===== src/rtl/slave_port_serdes.sv =====
// Serial slave port: receives a bit-serial request header (address and
// burst count), serial write data, and drives a parallel memory interface.
// Read data is serialized back out LSB-first under master_ready flow control.
module slave_port_serdes #(
    parameter int ADDR_LEN  = 12,
    parameter int DATA_LEN  = 8,
    parameter int BURST_LEN = 12
) (
    input  logic                clk,
    input  logic                reset,
    input  logic                read_en,
    input  logic                write_en,
    input  logic                master_valid,
    input  logic                master_ready,
    input  logic                rx_address,
    input  logic                rx_data,
    input  logic                rx_burst,
    output logic                slave_ready,
    output logic                slave_valid,
    output logic                tx_data,
    output logic [ADDR_LEN-1:0] mem_addr,
    output logic [DATA_LEN-1:0] mem_wdata,
    output logic                mem_wen,
    output logic                mem_ren,
    input  logic [DATA_LEN-1:0] mem_rdata,
    output logic                busy
);

    localparam int MAX_LEN = (ADDR_LEN > DATA_LEN) ? ADDR_LEN : DATA_LEN;
    localparam int CNT_W   = $clog2(MAX_LEN + 1);

    typedef enum logic [2:0] {
        IDLE,
        HDR,
        WDATA,
        WMEM,
        RREQ,
        RWAIT,
        RDATA,
        DONE
    } state_t;

    state_t               state;
    state_t               state_nxt;
    logic                 dir_write;
    logic [ADDR_LEN-1:0]  addr_q;
    logic [BURST_LEN-1:0] beats_q;
    logic [DATA_LEN-1:0]  data_q;
    logic [CNT_W-1:0]     bit_cnt;

    logic start;
    logic hdr_last;
    logic data_last;
    logic last_beat;

    assign start     = master_valid && (write_en ^ read_en);
    assign hdr_last  = (bit_cnt == CNT_W'(ADDR_LEN - 1));
    assign data_last = (bit_cnt == CNT_W'(DATA_LEN - 1));
    // A received burst of 0 behaves like 1: both end after the current beat.
    assign last_beat = (beats_q <= BURST_LEN'(1));

    // State register
    always_ff @(posedge clk or posedge reset) begin
        if (reset) begin
            state <= IDLE;
        end else begin
            state <= state_nxt;
        end
    end

    // Next-state decode and state-derived outputs
    always_comb begin
        state_nxt   = state;
        slave_ready = 1'b0;
        slave_valid = 1'b0;
        tx_data     = 1'b0;
        mem_addr    = '0;
        mem_wdata   = '0;
        mem_wen     = 1'b0;
        mem_ren     = 1'b0;
        busy        = 1'b1;
        case (state)
            IDLE: begin
                slave_ready = 1'b1;
                busy        = 1'b0;
                if (start) begin
                    state_nxt = HDR;
                end
            end
            HDR: begin
                if (master_valid && hdr_last) begin
                    state_nxt = dir_write ? WDATA : RREQ;
                end
            end
            WDATA: begin
                slave_ready = 1'b1;
                if (master_valid && data_last) begin
                    state_nxt = WMEM;
                end
            end
            WMEM: begin
                mem_wen   = 1'b1;
                mem_addr  = addr_q;
                mem_wdata = data_q;
                state_nxt = last_beat ? DONE : WDATA;
            end
            RREQ: begin
                mem_ren   = 1'b1;
                mem_addr  = addr_q;
                state_nxt = RWAIT;
            end
            RWAIT: begin
                state_nxt = RDATA;
            end
            RDATA: begin
                slave_valid = 1'b1;
                tx_data     = data_q[0];
                if (master_ready && data_last) begin
                    state_nxt = last_beat ? DONE : RREQ;
                end
            end
            DONE: begin
                slave_ready = 1'b1;
                state_nxt   = IDLE;
            end
            default: begin
                state_nxt = IDLE;
            end
        endcase
    end

    // Datapath: header/data shift registers, bit counter, address and beat bookkeeping
    always_ff @(posedge clk or posedge reset) begin
        if (reset) begin
            dir_write <= 1'b0;
            addr_q    <= '0;
            beats_q   <= '0;
            data_q    <= '0;
            bit_cnt   <= '0;
        end else begin
            case (state)
                IDLE: begin
                    if (start) begin
                        dir_write <= write_en;
                        addr_q    <= '0;
                        beats_q   <= '0;
                        bit_cnt   <= '0;
                    end
                end
                HDR: begin
                    if (master_valid) begin
                        addr_q <= {rx_address, addr_q[ADDR_LEN-1:1]};
                        if (32'(bit_cnt) < BURST_LEN) begin
                            beats_q <= {rx_burst, beats_q[BURST_LEN-1:1]};
                        end
                        bit_cnt <= hdr_last ? '0 : bit_cnt + CNT_W'(1);
                    end
                end
                WDATA: begin
                    if (master_valid) begin
                        data_q  <= {rx_data, data_q[DATA_LEN-1:1]};
                        bit_cnt <= data_last ? '0 : bit_cnt + CNT_W'(1);
                    end
                end
                WMEM: begin
                    addr_q <= addr_q + ADDR_LEN'(1);
                    if (!last_beat) begin
                        beats_q <= beats_q - BURST_LEN'(1);
                    end
                end
                RWAIT: begin
                    data_q  <= mem_rdata;
                    bit_cnt <= '0;
                end
                RDATA: begin
                    if (master_ready) begin
                        data_q  <= {1'b0, data_q[DATA_LEN-1:1]};
                        bit_cnt <= data_last ? '0 : bit_cnt + CNT_W'(1);
                        if (data_last) begin
                            addr_q <= addr_q + ADDR_LEN'(1);
                            if (!last_beat) begin
                                beats_q <= beats_q - BURST_LEN'(1);
                            end
                        end
                    end
                end
                default: begin
                end
            endcase
        end
    end

endmodule


===== config.mk =====
export PLATFORM = sky130hd
export DESIGN_NAME = slave_port_serdes
export DESIGN_NICKNAME = d
export VERILOG_FILES = /design/src/rtl/slave_port_serdes.sv
export SDC_FILE = /design/constraint.sdc
export NUM_CORES = 1
export LEC_CHECK = 0
export CORE_MARGIN = 2
export CORE_UTILIZATION = 54
export DETAILED_ROUTE_END_ITERATION = 12
export PLACE_DENSITY = 0.77
export SLEW_MARGIN = 20
export SYNTH_ARGS = -nofsm -noshare
export SYNTH_HDL_FRONTEND = slang
export SYNTH_SLANG_ARGS = --single-unit

===== constraint.sdc =====
create_clock -name clk -period 2.5 [get_ports clk]
set_input_delay 0.25 -clock clk [delete_from_list [all_inputs] [get_ports clk]]
set_output_delay 0.25 -clock clk [all_outputs]
set_load 0.03 [all_outputs]

# == Word-level counts from Yosys, hierarchy flattened ==
# Index checks and enable logic that the tools add are counted.
# W data, S select, Z words.
# totals
reg_bits,40
input_bits,17
output_inout_bits,26
word_cells,83
# op_classes
n_addsub,3
order_cmp,2
n_eq_ne,18
muxes,37
bitwise,1
reduce_logical,16
# op_table
operator,n
$mux W12,10
$pmux W12 S4,2
$mux W4,6
$mux W8,3
$pmux W3 S8,1
$pmux W8 S3,1
$pmux W4 S5,1
$mux W3,6
$ne A2 B2 Y1 const B,9
$add A12 B1 Y12 const B,1
$eq A3 B3 Y1 const B,4
$le A12 B1 Y1 const B,1
$sub A12 B1 Y12 const B,1
$reduce_and A5 Y1,2
$eq A3 B2 Y1 const B,2
$mux W1,6
$reduce_and A6 Y1,1
$reduce_bool A5 Y1,1
$add A4 B1 Y4 const B,1
$eq A4 B3 Y1 const B,1
$eq A4 B4 Y1 const B,1
$logic_and A1 B1 Y1,4
$lt A4 B4 Y1 const B,1
$reduce_and A4 Y1,1
10 further kinds,10

# == Depth between registers and ports, before layout ==
# depth
ltp_word,5
ltp_mapped,10
ltp_nobuf,7

# == Worst setup path before layout ==
# No wires, ideal clock.
# synth_timing
path_kind,register -> output
start,register state[1]
end,output port mem_addr[10]
t_arrival_ns,2.373
t_required_ns,2.250
setup_slack_ns,-0.123
path_stages_with_launch,7
n_path_buf,3
path_cell_list,dfrtp_1 buf_2 clkbuf_1 nor3b_1 nor2_1 clkbuf_1 nor2b_1
# synth_between
elab_chain_len,3
word_cells_on_any_way,4
cone_classes,2 x eq/ne; 1 x mux; 1 x reduce/logical
# synth_lines
element,line_no,text
from (decl),43,state_t state;
from (signal assigned),67,state <= state_nxt;
$eq A3 B3 Y1 or $eq A3 B2 Y1 (tied branches),82,case (state)
$reduce_or A2 Y1 (no line) (*),--,
$mux W12 (*),82,
to (decl),21,"output logic [ADDR_LEN-1:0] mem_addr,"
# Mark *: on every way between the ends. The rest lies on a longest branch, timed or not.

# == Final worst setup path ==
# layout_timing
start,register state[0]
end,output port tx_data
# layout_between
elab_chain_len,2
# layout_lines
element,line_no,text
$eq A3 B3 Y1,82,
$mux W1,82,
to (decl),20,"output logic tx_data,"
# No other way between the ends.

==> out/metrics.cfg <==
[timing]
finalHoldViolations = 0
fin_crit_sh_pct = 95.2
layout_min_cycle_time_ps = 2380
rsz0062_at_grt = no
fin_ws_ps = 120
max_freq_mhz = 420
worst_pin_slew_ps = 635
report.final.slew_viol_count = 0
slew_headroom_pct = 57.3
finalSetupViolations = 0
setup_tns_ps = 0
fin_skew_ps = 12.5

[routing]
wl_met1_um = 2890
top_layer = met4
first_pass_iters = 4
vias = 2550
dr_wl_met3_um = 318
vias_per_cell = 5.84
post_drt_wl_per_cell_um = 14.6
ant_nets = 0
met2_length_um = 3110
wl_um = 6380
drc = 0
drt_iter0_drc = 160

[synthesis]
synth.top_cell.area_share_pct = 36.3
netlist_top_cells_count = dfrtp_1 (40), o21ai_0 (40), nor2_1 (35)
synth_flop_cell = dfrtp_1
synth.net_count = 349
ys_async_sr_fraction_pct = 100
synth_warnings = 0
ys_ff_latch = 40
ys_seq_area_share_pct = 36.3
synthCells = 328
synth_area_um2 = 2760
synth_edf_count = 0
synth_area_leaders = dfrtp_1 (36%), o21ai_0 (7.3%), nor2_1 (4.8%)
yosys.area.top_type = dfrtp_1
ys_types = 52
syn_avg_cell_area_um2 = 8.41

[worst_setup_path]
worstRegToRegCells = 7
cp.arrival_ps = 2130
critPathMaxFanout = 17
worst-endpoint-required_ps = 2250
startpoint_type = flip-flop
end_kind = output port
critPathKind = reg2out

[floorplan]
die_h_um = 75.5
coreArea_um2 = 5010
die_width_um = 75.5
ios = 43
start_util_pct = 55.1
design.die.area_um2 = 5700
num_rows = 26

[layout]
seq_area_um2 = 1000
drive_gt1_share_pct = 13.1
nNetsFinal = 387
area_growth_pct = 19.9
fillers = 456
design_area_um2 = 3310
antenna_cells = 0
multi_input_area_um2 = 1600
final_cells = 437

[clock_tree]
clock-sinks = 40
cts_max_path_buffers = 2
path_clk_slew_ps = 90
cts_max_level = 2
cts_tree = yes
clock-root-buffer = clkbuf_8
clk_latency_ps = 300
cts_made_buffers = 5
cts_setup_buffers = 0

[power]
switching_share_pct = 48.5
p_leak_nw = 1.42
internal_power_mw = 1.96
power_switching_mw = 1.85
ir_drop_mv = 0.704
seqPwrFrac_pct = 28.9
powerDensity_nw_per_um2 = 1150
p_comb_share_pct = 59.2
power_frac_clock_pct = 11.9

[place]
hpwlAfterDp_um = 4360
place_inst = 429
post_dp_cell_area_um2 = 3200
gp_congestion = 0.848
port_buffers = 42
pre_cts_ws_ps = 184

[grt]
grt_max_degree = 41
antenna_found_initial = 0
grt.overflow.total = 0
first_global_vias = 2304
track_usage_pct = 23.7
grt_first_pass_wirelength_um = 10600

[min_path]
hold_path.class = in2async

[flow_run]
max-cap-violations = 0

[outcome]
outcome = complete, no violations

==> cell families (layout without fill, tap and decap cells) <==
| group | after synthesis | in the layout | share of synthesized area, % |
|---|---|---|---|
| AO/OA/AOI/OAI | 107 | 107 | 24.4 |
| XOR/XNOR | 6 | 6 | 1.90 |
| adder cells (fa/ha/maj) | 5 | 5 | 2.18 |
| buffers and inverters | 37 | 76 | 6.39 |
| flip-flops | 40 | 40 | 36.3 |
| multiplexers | 13 | 13 | 5.17 |
| AND/OR/NAND/NOR | 120 | 120 | 23.7 |
==> state kept, by name, summed over array words and instances, names as in the netlist <==
signal / cells
beats_q: 12
dir_write: 1
bit_cnt: 4
data_q: 8
state: 3
addr_q: 12
==> power groups by stage <==
stage / registers (mW) / clock network, mW / logic (mW)
detailed placement: 1.11 / 0 / 2.22
finish: 1.10 / 0.452 / 2.25
floorplan: 1.03 / 0 / 1.78
CTS: 1.10 / 0.468 / 2.23
global placement: 1.10 / 0 / 2.18
global route: 1.14 / 0.486 / 2.52
==> final timing paths <==
path | startpoint | to | slack (ps)
min | reset | state[1]$_DFFE_PP0P_ | 370
max | state[0]$_DFFE_PP0P_ | tx_data | 120
min reg2reg | bit_cnt[1]$_DFFE_PP0P_ | bit_cnt[1]$_DFFE_PP0P_ | 520
max in group asynchronous | reset | beats_q[6]$_DFFE_PP0P_ | 1770
max reg2reg | beats_q[1]$_DFFE_PP0P_ | beats_q[10]$_DFFE_PP0P_ | 300
min in group clk | bit_cnt[1]$_DFFE_PP0P_ | bit_cnt[1]$_DFFE_PP0P_ | 520
==> area by class of cell <==
cell class / instances / area share (%)
Clock buffer: 6 / 2.50
Inverter: 16 / 1.82
Tap cell: 70 / 2.65
Clock inverter: 2 / 0.303
Sequential cell: 40 / 30.3
Timing Repair Buffer: 52 / 14.1
Multi-Input combinational cell: 251 / 48.4
==> timing repair <==
action	CTS	global route
hold buffers	0	0
resized for setup	0	4
endpoints found under the setup margin	0	20
==> cell usage in the layout, fill, tap and decap left out, drive strengths merged, types with 10 or more instances in the layout <==
cell,n
buf,22
clkdlybuf4s50,30
a21oi,26
nor2b,11
and2,11
dfrtp,40
nand2,19
nor3,10
o21ai,43
nor2,36
inv,16
==> critical path, stage by stage, from the launching register on <==
cell and delay, ps:
dfrtp_1 390, buf_4 200, nor2b_1 380, and3_1 220
clkdlybuf4s50_1 660
==> routing by layer <==
layer | global-route usage, % | vias to the layer above
met2 | 39.1 | 69
met3 | 4.50 | 9
met1 | 32.5 | 1213
met4 | 5.65 | 0
li1 | - | 1259
met5 | 0 | -
==> per-stage QoR <==
| stage | hold slack [ps] | total power, mW | util (%) |
|---|---|---|---|
| 4_1_cts | 395 | 3.79 | 65.7 |
| 5_1_grt | 472 | 4.15 | 66.0 |
| 3_3_place_gp | 495 | 3.28 | 63.9 |
| 6_report | 372 | 3.80 | 66.0 |
| 2_1_floorplan | 405 | 2.81 | - |
| 3_5_place_dp | 515 | 3.33 | 63.9 |
(Power assumes the default switching activity.)
